==> config.mk <==
export PLATFORM = sky130hd
export DESIGN_NAME = lsu_byte_serial
export DESIGN_NICKNAME = d
export VERILOG_FILES = /design/src/rtl/lsu_byte_serial.sv
export SDC_FILE = /design/constraint.sdc
export NUM_CORES = 1
export LEC_CHECK = 0
export ABC_AREA = 1
export CAP_MARGIN = 20
export CORE_MARGIN = 1.5
export CORE_UTILIZATION = 52
export DETAILED_ROUTE_END_ITERATION = 10
export PLACE_DENSITY = 0.79
export SYNTH_ARGS = -nofsm -noshare
export SYNTH_HDL_FRONTEND = slang
export SYNTH_SLANG_ARGS = --single-unit
==> constraint.sdc <==
create_clock -name clk -period 2.85 [get_ports clk]
set_input_delay 0.4275 -clock clk [delete_from_list [all_inputs] [get_ports clk]]
set_output_delay 0.4275 -clock clk [all_outputs]
set_load 0.02 [all_outputs]
==> src/rtl/lsu_byte_serial.sv <==
// Byte-serial load/store unit: one RAM byte per clock, little-endian, sign/zero-extended loads.
// Optional misalignment rejection is enabled by defining LSU_ALIGN_CHECK_EN.
`timescale 1ns/1ps
module lsu_byte_serial #(
  parameter int unsigned ADDR_W = 32
) (
  input  logic              clk,
  input  logic              rst_n,
  input  logic              req_valid,
  output logic              req_ready,
  input  logic              req_write,
  input  logic [1:0]        req_width,
  input  logic              req_unsigned,
  input  logic [ADDR_W-1:0] req_addr,
  input  logic [31:0]       req_wdata,
  output logic              resp_valid,
  output logic [31:0]       resp_rdata,
  output logic              resp_err,
  output logic [ADDR_W-1:0] mem_addr,
  output logic              mem_we,
  output logic [7:0]        mem_wdata,
  input  logic [7:0]        mem_rdata
);

  localparam int unsigned IDX_W = 3;

  typedef enum logic [2:0] {S_IDLE, S_ACCESS, S_DRAIN, S_ERR, S_RESP} state_t;

  state_t            state_q, state_d;
  logic [IDX_W-1:0]  idx_q, idx_d, nbytes;
  logic [ADDR_W-1:0] addr_q, addr_d, mem_addr_d;
  logic [31:0]       wdata_q, wdata_d, data_q, data_d, full, ext, resp_rdata_d;
  logic              write_q, write_d, unsigned_q, unsigned_d;
  logic [1:0]        width_q, width_d;
  logic              req_ready_d, resp_valid_d, resp_err_d, mem_we_d, bad_req;
  logic [7:0]        mem_wdata_d;

  // State, captured request and registered outputs
  always_ff @(posedge clk or negedge rst_n) begin
    if (!rst_n) begin
      state_q    <= S_IDLE;
      idx_q      <= '0;
      addr_q     <= '0;
      wdata_q    <= '0;
      write_q    <= 1'b0;
      width_q    <= '0;
      unsigned_q <= 1'b0;
      data_q     <= '0;
      req_ready  <= 1'b1;
      resp_valid <= 1'b0;
      resp_err   <= 1'b0;
      resp_rdata <= '0;
      mem_addr   <= '0;
      mem_we     <= 1'b0;
      mem_wdata  <= '0;
    end else begin
      state_q    <= state_d;
      idx_q      <= idx_d;
      addr_q     <= addr_d;
      wdata_q    <= wdata_d;
      write_q    <= write_d;
      width_q    <= width_d;
      unsigned_q <= unsigned_d;
      data_q     <= data_d;
      req_ready  <= req_ready_d;
      resp_valid <= resp_valid_d;
      resp_err   <= resp_err_d;
      resp_rdata <= resp_rdata_d;
      mem_addr   <= mem_addr_d;
      mem_we     <= mem_we_d;
      mem_wdata  <= mem_wdata_d;
    end
  end

  // Next state and next registered outputs
  always_comb begin
    state_d      = state_q;
    idx_d        = idx_q;
    addr_d       = addr_q;
    wdata_d      = wdata_q;
    write_d      = write_q;
    width_d      = width_q;
    unsigned_d   = unsigned_q;
    data_d       = data_q;
    resp_valid_d = 1'b0;
    resp_err_d   = 1'b0;
    resp_rdata_d = resp_rdata;
    mem_addr_d   = mem_addr;
    mem_we_d     = 1'b0;
    mem_wdata_d  = '0;
    full         = data_q;
    ext          = '0;

    case (width_q)
      2'b00:   nbytes = IDX_W'(1);
      2'b01:   nbytes = IDX_W'(2);
      default: nbytes = IDX_W'(4);
    endcase

    bad_req = (req_width == 2'b11);
`ifdef LSU_ALIGN_CHECK_EN
    if (req_width == 2'b01 && req_addr[0])          bad_req = 1'b1;
    if (req_width == 2'b10 && req_addr[1:0] != 2'b00) bad_req = 1'b1;
`endif

    case (state_q)
      S_IDLE: begin
        if (req_valid) begin
          addr_d     = req_addr;
          wdata_d    = req_wdata;
          write_d    = req_write;
          width_d    = req_width;
          unsigned_d = req_unsigned;
          data_d     = '0;
          if (bad_req) begin
            state_d = S_ERR;
          end else begin
            state_d     = S_ACCESS;
            idx_d       = IDX_W'(1);
            mem_addr_d  = req_addr;
            mem_we_d    = req_write;
            mem_wdata_d = req_write ? req_wdata[7:0] : 8'h00;
          end
        end
      end
      S_ACCESS: begin
        // Read data lags its address by two edges: byte idx-2 is on mem_rdata now
        if (idx_q >= IDX_W'(2)) begin
          for (int b = 0; b < 4; b++)
            if (IDX_W'(b) == idx_q - IDX_W'(2)) data_d[8*b +: 8] = mem_rdata;
        end
        if (idx_q == nbytes) begin
          if (write_q) begin
            state_d      = S_RESP;
            resp_valid_d = 1'b1;
            resp_rdata_d = '0;
          end else begin
            state_d = S_DRAIN;
          end
        end else begin
          mem_addr_d = addr_q + ADDR_W'(idx_q);
          mem_we_d   = write_q;
          if (write_q) begin
            for (int b = 0; b < 4; b++)
              if (IDX_W'(b) == idx_q) mem_wdata_d = wdata_q[8*b +: 8];
          end
          idx_d = idx_q + IDX_W'(1);
        end
      end
      S_DRAIN: begin
        for (int b = 0; b < 4; b++)
          if (IDX_W'(b) == nbytes - IDX_W'(1)) full[8*b +: 8] = mem_rdata;
        case (width_q)
          2'b00:   ext = {(unsigned_q ? 24'h0 : {24{full[7]}}), full[7:0]};
          2'b01:   ext = {(unsigned_q ? 16'h0 : {16{full[15]}}), full[15:0]};
          default: ext = full;
        endcase
        data_d       = full;
        state_d      = S_RESP;
        resp_valid_d = 1'b1;
        resp_rdata_d = ext;
      end
      S_ERR: begin
        state_d      = S_RESP;
        resp_valid_d = 1'b1;
        resp_err_d   = 1'b1;
        resp_rdata_d = '0;
      end
      S_RESP: state_d = S_IDLE;
      default: state_d = S_IDLE;
    endcase

    req_ready_d = (state_d == S_IDLE);
  end

endmodule

==> flow_metrics.tcl, run 1 <==
set metrics [dict create \
    dp.cells 1530 \
    drt_iter0_drc 848 \
    reg2reg_to "mem_wdata[5]" \
    cp_max_fo 26 \
    place_congestion 0.9601 \
    synth_top_area_cell "dfrtp_1" \
    grt_pass1_wl_um 40330 \
    hold_class "flip-flop to flip-flop" \
    critPathLaunchType "flip-flop" \
    num_vias 8387 \
    reg2reg_depth 10 \
    cts_htree_levels 4 \
    crit_start "width_q[1]" \
    power.total_w 0.01301 \
    drc 0 \
    io_buffer_count 154 \
    route.antenna.remaining_nets 0 \
    core_area_um2 16760 \
    hold_buffers 1 \
    endpoint "mem_wdata[5]" \
    syn_avg_cell_area_um2 7.567 \
    synth_top_area_share_pct 48.08 \
    ys_warn_count 0 \
    dominantRegCellSynth "dfrtp_1" \
    synthDistinctLibCells 37 \
    highest_layer "met4" \
    die_area_um2 18120 \
    cts_num_sinks 174 \
    drive_above_1_share_pct 7.818 \
    post_dp_cell_area_um2 10630 \
    clkPwrFrac_pct 20.1 \
    antenna-diode-count 0 \
    seq_area_frac_synth_pct 48.37 \
    synth_nets 1279 \
    final-instance-count-excl-fill 1563 \
    worstReg2RegStart "width_q[1]" \
    layout.nets 1419 \
    cap_violations 0 \
    wl_per_cell_um 15.73 \
    area_delta_synth_final_pct 25.50 \
    postCtsResizedCells 0 \
    final_area_um2 11300 \
    synthArstFlopShare_pct 100.0 \
    overflow 0 \
    syn_inst 1190 \
    power_frac_comb_pct 46.7 \
    synth_area_um2 9005 \
    finalSetupViolCount 0 \
    initial_utilization_pct 53.73 \
    worst_slew_pin_slew_ns 0.7805 \
    nFillCells 1412 \
    clock-root-buffer "clkbuf_16" \
    swShare_pct 43.78 \
    hold_viol 0 \
    tritoncts "done" \
    track_usage_pct 28.39 \
    dr.pass1.iters 5 \
    met2RoutedLength_um 10920 \
    rsz0062_at_grt "false" \
    hpwl_um 17520 \
    die_h_um 134.6 \
    viasPerCell 5.366 \
    r2r_slack_ns 0.53 \
    wl_met1_um 11400 \
    drt-total-wl_um 24590 \
    power_frac_seq_pct 33.2 \
    cp.arrival_ns 2.67 \
    worstPathRequired_ns 3.20 \
    p_leak_nw 5.490 \
    synth_area_leaders "dfrtp_1 48%, nand2_1 21%, o21ai_0 5.1%" \
    drv_slew 0 \
    powerDensity_nw_per_um2 1151 \
    die_x_um 134.6 \
    slew_headroom_pct 47.89 \
    post_cts_buffers 0 \
    p_int_w 0.007311 \
    timing.setup.critical_path_class "flip-flop to flip-flop" \
    antenna_found_initial 0 \
    path_clk_slew_ns 0.07 \
    fin_crit_ns 2.323 \
    p_switching_w 0.005694 \
    crit_path_end_kind "flip-flop" \
    ios 155 \
    peakVddDrop_mv 0.6738 \
    outcome "complete, no violations" \
    max_freq_mhz 430.5 \
    fin_setup_tns_ns 0 \
    grt_pass1_vias 8032 \
    rows 47 \
    synth-seq-cells 174 \
    post-route-period-util_pct 81.50 \
    clk_path_buf_depth 2 \
    grt_start_max_net_pins 66 \
    numCtsBuffers 17 \
    synth_edf_count 0 \
    route.met3.wl_um 1912 \
    clkLatencyLatePin_ns 0.44 \
    fin_skew_ns 0.007359 \
]
## Yosys cell counts (2+ instances only)
cell and n:
a21oi_1 24, buf_2 14, buf_4 8, buf_6 9, clkbuf_1 14, dfrtp_1 173
ha_1 9, inv_1 82, inv_2 5, nand2_1 504, nand2_2 12, nand2_4 4
nand3_1 69, nand3b_1 5, nor2_1 73, nor2_2 5, nor2_4 3, nor3_4 2
o211ai_1 21, o21ai_0 92, o21ai_1 25, or2_2 22
## state kept, by name, summed over array words and instances, names as in the netlist
name / cells
resp_err: 1
req_ready: 1
width_q: 2
wdata_q: 32
data_q: 24
idx_q: 3
resp_valid: 1
state_q: 3
resp_rdata: 32
unsigned_q: 1
mem_wdata: 8
mem_addr: 32
write_q: 1
addr_q: 32
mem_we: 1
## cells by family (layout without fill, tap and decap cells)
| logic type | count (synthesis) | in the layout | share of synthesized area [%] |
|---|---|---|---|
| compound gates | 167 | 167 | 10.20 |
| xor+xnor | 2 | 2 | 0.1946 |
| fa+ha+maj | 10 | 10 | 1.473 |
| buf+inv | 135 | 288 | 7.114 |
| flops | 174 | 174 | 48.37 |
| simple gates | 702 | 702 | 32.65 |
## layout make-up
class | count | area (um^2) | share of cell area, %
clock inverters | 14 | 230.2 | 2.037
repair buffers | 167 | 1655 | 14.65
flip-flops and latches | 174 | 4355 | 38.54
clock buffers | 18 | 429.2 | 3.798
inverters | 89 | 341.6 | 3.023
multi-input cells | 881 | 4014 | 35.52
well taps | 220 | 275.3 | 2.436
## worst max-delay path, stage by stage (launching register included)
cell	delay, ns
dfrtp_1	0.45
inv_2	0.37
nand2_2	0.24
nand2_1	0.11
nand2_1	0.07
nand3_2	0.11
nand2_4	0.09
buf_4	0.21
inv_1	0.11
nand2_1	0.22
o21ai_0	0.24
## through the flow
stage,util [%],setup WS [ns],hold WS (ns)
after detailed placement,63.43,0.5260,0.4509
after global routing,67.43,0.3183,0.4927
after global placement,63.43,0.5767,0.4519
after floorplan,-,0.9913,0.1319
final,67.43,0.5273,0.4677
after CTS,67.43,0.5378,0.4753
## how the worst min path moves through the flow
stage,start,depth (start not counted),to,slack [ns]
5_1_grt,wdata_q[29],2,wdata_q[29],0.49
4_1_cts,wdata_q[28],2,wdata_q[28],0.48
3_5_place_dp,rst_n,1,resp_rdata[12],0.45
2_1_floorplan,rst_n,0,addr_q[0],0.13
6_report,wdata_q[28],2,wdata_q[28],0.47
3_3_place_gp,rst_n,1,resp_rdata[12],0.45
## per-layer routing
metal,up-vias,track usage (%)
met4,0,7.168
li1,4045,-
met3,35,4.992
met1,3940,41.98
met2,367,43.53
met5,-,0
## cells in the final DEF, fill, tap and decap left out, types with 5 or more instances in the layout
cell type and count:
inv_1 82, or2_2 22, ha_1 9, clkdlybuf4s50_1 153, nand3_1 69, nor2_1 73
o21ai_0 92, clkbuf_16 17, o21ai_1 25, buf_4 11, nand3b_1 5, bufinv_16 5
o211ai_1 21, inv_2 5, a21oi_1 24, dfrtp_1 173, nand2_2 12, nand2_1 504
## power by group through the flow
| stage | clock (W) | sequential [W] | combinational, W |
|---|---|---|---|
| 2_1_floorplan | 0 | 0.00463 | 0.00371 |
| 3_3_place_gp | 0 | 0.00430 | 0.00586 |
| 3_5_place_dp | 0 | 0.00431 | 0.00601 |
| 4_1_cts | 0.00263 | 0.00429 | 0.00607 |
| 5_1_grt | 0.00274 | 0.00443 | 0.00678 |
| 6_report | 0.00262 | 0.00432 | 0.00607 |
No activity file was read; power rests on OpenSTA's default activity.
==> inputs of run 2 (changes only) <==
--- a/config.mk
+++ b/config.mk
@@ -8,9 +8,9 @@
 export ABC_AREA = 1
 export CAP_MARGIN = 20
 export CORE_MARGIN = 1.5
-export CORE_UTILIZATION = 52
+export CORE_UTILIZATION = 48
 export DETAILED_ROUTE_END_ITERATION = 10
-export PLACE_DENSITY = 0.79
+export PLACE_DENSITY = 0.76
 export SYNTH_ARGS = -nofsm -noshare
 export SYNTH_HDL_FRONTEND = slang
 export SYNTH_SLANG_ARGS = --single-unit
==> constraint.sdc (replaced) <==
create_clock -name clk -period 2.04 [get_ports clk]
set_input_delay 0.306 -clock clk [delete_from_list [all_inputs] [get_ports clk]]
set_output_delay 0.306 -clock clk [all_outputs]
set_load 0.02 [all_outputs]
==> run 2 against run 1 <==
Compared with the run above:
- die area rose by 8.1%
- register-to-register slack got worse by 0.39 ns
- final cell count up 2.1%
- global-route usage decreased by 1.8 points
- combinational power grew 48%
- worst hold slack got worse by 0.075 ns
- critical path type unchanged
- wire length increased by 2.8%
- first-iteration DRC count fell by 15%
- power up 40%
- cell area is 2.4% higher
- core utilization shrank 3.9 points
==> flow_metrics.tcl, run 2 (synthesis results as in run 1) <==
set metrics [dict create \
    drt-total-wl_um 25280 \
    area_delta_synth_final_pct 28.47 \
    max_freq_mhz 524.4 \
    fin_crit_ns 1.907 \
    num_vias 8391 \
    post-route-period-util_pct 93.49 \
    numCtsBuffers 17 \
    drv_slew 0 \
    post_cts_buffers 0 \
    worst_slew_pin_slew_ns 0.8197 \
    layout_commonest_cell "nand2_1" \
    drt_iter0_drc 725 \
    peakVddDrop_mv 0.8033 \
    route.antenna.remaining_nets 0 \
    reg2reg_depth 9 \
    max_stage_delay_ns 0.48 \
    rsz0062_at_grt "true" \
    ios 155 \
    hold_viol 0 \
    mostFrequentLayoutCells "498 x nand2_1, 173 x dfrtp_1, 153 x clkdlybuf4s50_1, 90 x o21ai_0, 79 x inv_1" \
    r2r_slack_ns 0.13 \
    cts_htree_levels 4 \
    powerDensity_nw_per_um2 1574 \
    die_x_um 140.0 \
    wl_per_cell_um 15.84 \
    grt_pass1_vias 7970 \
    dp.cells 1563 \
    initial_utilization_pct 49.45 \
    clk_path_buf_depth 2 \
    worstPathRequired_ns 2.36 \
    multi_input_area_um2 4096 \
    overflow 0 \
    endpoint "mem_addr[20]" \
    dpl_worst_slack_ns -0.04606 \
    crit_start "addr_q[5]" \
    track_usage_pct 26.60 \
    place_congestion 0.9454 \
    worstReg2RegStart "addr_q[5]" \
    grt_pass1_wl_um 41080 \
    hpwl_um 18240 \
    reg2reg_to "mem_addr[20]" \
    rows 49 \
    viasPerCell 5.258 \
    cp_slowest_cell "dfrtp_1" \
    drive_above_1_share_pct 11.05 \
    antenna_found_initial 0 \
    path_cells "nand2_1 -> nor2_1 -> nand2_1 -> nor2_1 -> nand2_1 -> nand2_1 -> nand3_1 -> nand3_1 -> nand2_1" \
    drc 0 \
    finalSetupViolCount 0 \
    cts_num_sinks 174 \
    grt_start_max_net_pins 54 \
    cp_max_fo 5 \
    core_area_um2 18210 \
    timing.setup.critical_path_class "flip-flop to flip-flop" \
    die_h_um 140.0 \
    die_area_um2 19590 \
    critPathLaunchType "flip-flop" \
    dr.pass1.iters 6 \
    power.total_w 0.01821 \
    slew_headroom_pct 45.27 \
    final-instance-count-excl-fill 1596 \
    seq_area_um2 4355 \
    clkLatencyLatePin_ns 0.44 \
    p_leak_nw 5.592 \
    antenna-diode-count 0 \
    fin_skew_ns 0.01510 \
    nFillCells 1584 \
    fin_setup_tns_ns 0 \
    path_clk_slew_ns 0.07 \
    crit_path_end_kind "flip-flop" \
    tritoncts "done" \
    hold_class "input pin to flip-flop" \
    layout.nets 1443 \
    io_buffer_count 154 \
    outcome "complete, no violations" \
    cp.arrival_ns 2.23 \
    clock-root-buffer "clkbuf_16" \
    cap_violations 0 \
    timing.final.ws_setup_ns 0.1329 \
    path_common_cell "nand2_1" \
    hold_ws_ns 0.3931 \
]
[run 2: cell types whose count changed in the layout (fill, tap and decap cells not counted), moves of 3 or more]
cell	delta
nor2_1	-6
buf_4	+17
buf_12	+6
inv_8	+3
nand2_1	-6
inv_1	-3
nor2_2	+4
bufinv_16	-5
nand2_2	+5
nand3_1	-3
clkinvlp_4	+3
[run 2: critical path, delay by kind of cell (launching register included)]
family / cells / cell delay (ns)
and+or+nand+nor: 9 / 1.31
DFF: 1 / 0.48
[run 2: how the worst min path moves through the flow]
stage | from | end | slack, ns | cells after the start
detailed placement | rst_n | resp_rdata[6] | 0.30 | 1
CTS | req_wdata[27] | wdata_q[27] | 0.39 | 3
floorplan | rst_n | addr_q[0] | 0.01 | 0
global route | req_wdata[10] | wdata_q[10] | 0.41 | 3
global placement | rst_n | resp_rdata[5] | 0.31 | 1
finish | req_wdata[27] | wdata_q[27] | 0.39 | 3
[run 2: per-stage QoR]
step,area (um^2),utilization [%]
finish,11570,63.53
global route,11570,63.53
CTS,11480,63.06
detailed placement,10900,59.85
global placement,10900,59.85
floorplan,9005,-
[run 2: repair_timing]
action,4_1_cts,5_1_grt
hold buffers,1,0
resized for setup,1,29
hold endpoints to repair,47,0
endpoints found under the setup margin,1,24
pin swaps,0,5
[run 2: metal layers]
layer	wire, um	global-route usage, %	vias to the layer above	part of all wire [%]
met5	0	0	-	0
met4	278	6.981	0	1.1
met1	12070	39.93	3948	48
met3	1805	5.368	21	7.1
met2	11130	39.33	329	44
li1	-	-	4093	-
[run 2: area by class of cell]
cell class | count | area share (%)
clock inverter | 13 | 1.027
timing repair buffer | 191 | 16.55
tap | 229 | 2.477
clock buffer | 19 | 3.915
inverter | 89 | 2.974
multi-input combinational | 881 | 35.41
sequential | 174 | 37.65
[run 2: power by group]
part	total [W]	leakage [nW]	internal (W)	switching, W
logic	0.00900	3.11	0.00347	0.00553
clock network	0.00319	0.276	0.00167	0.00151
registers	0.00602	2.21	0.00493	0.00110
total	0.0182	5.59	0.0101	0.00814
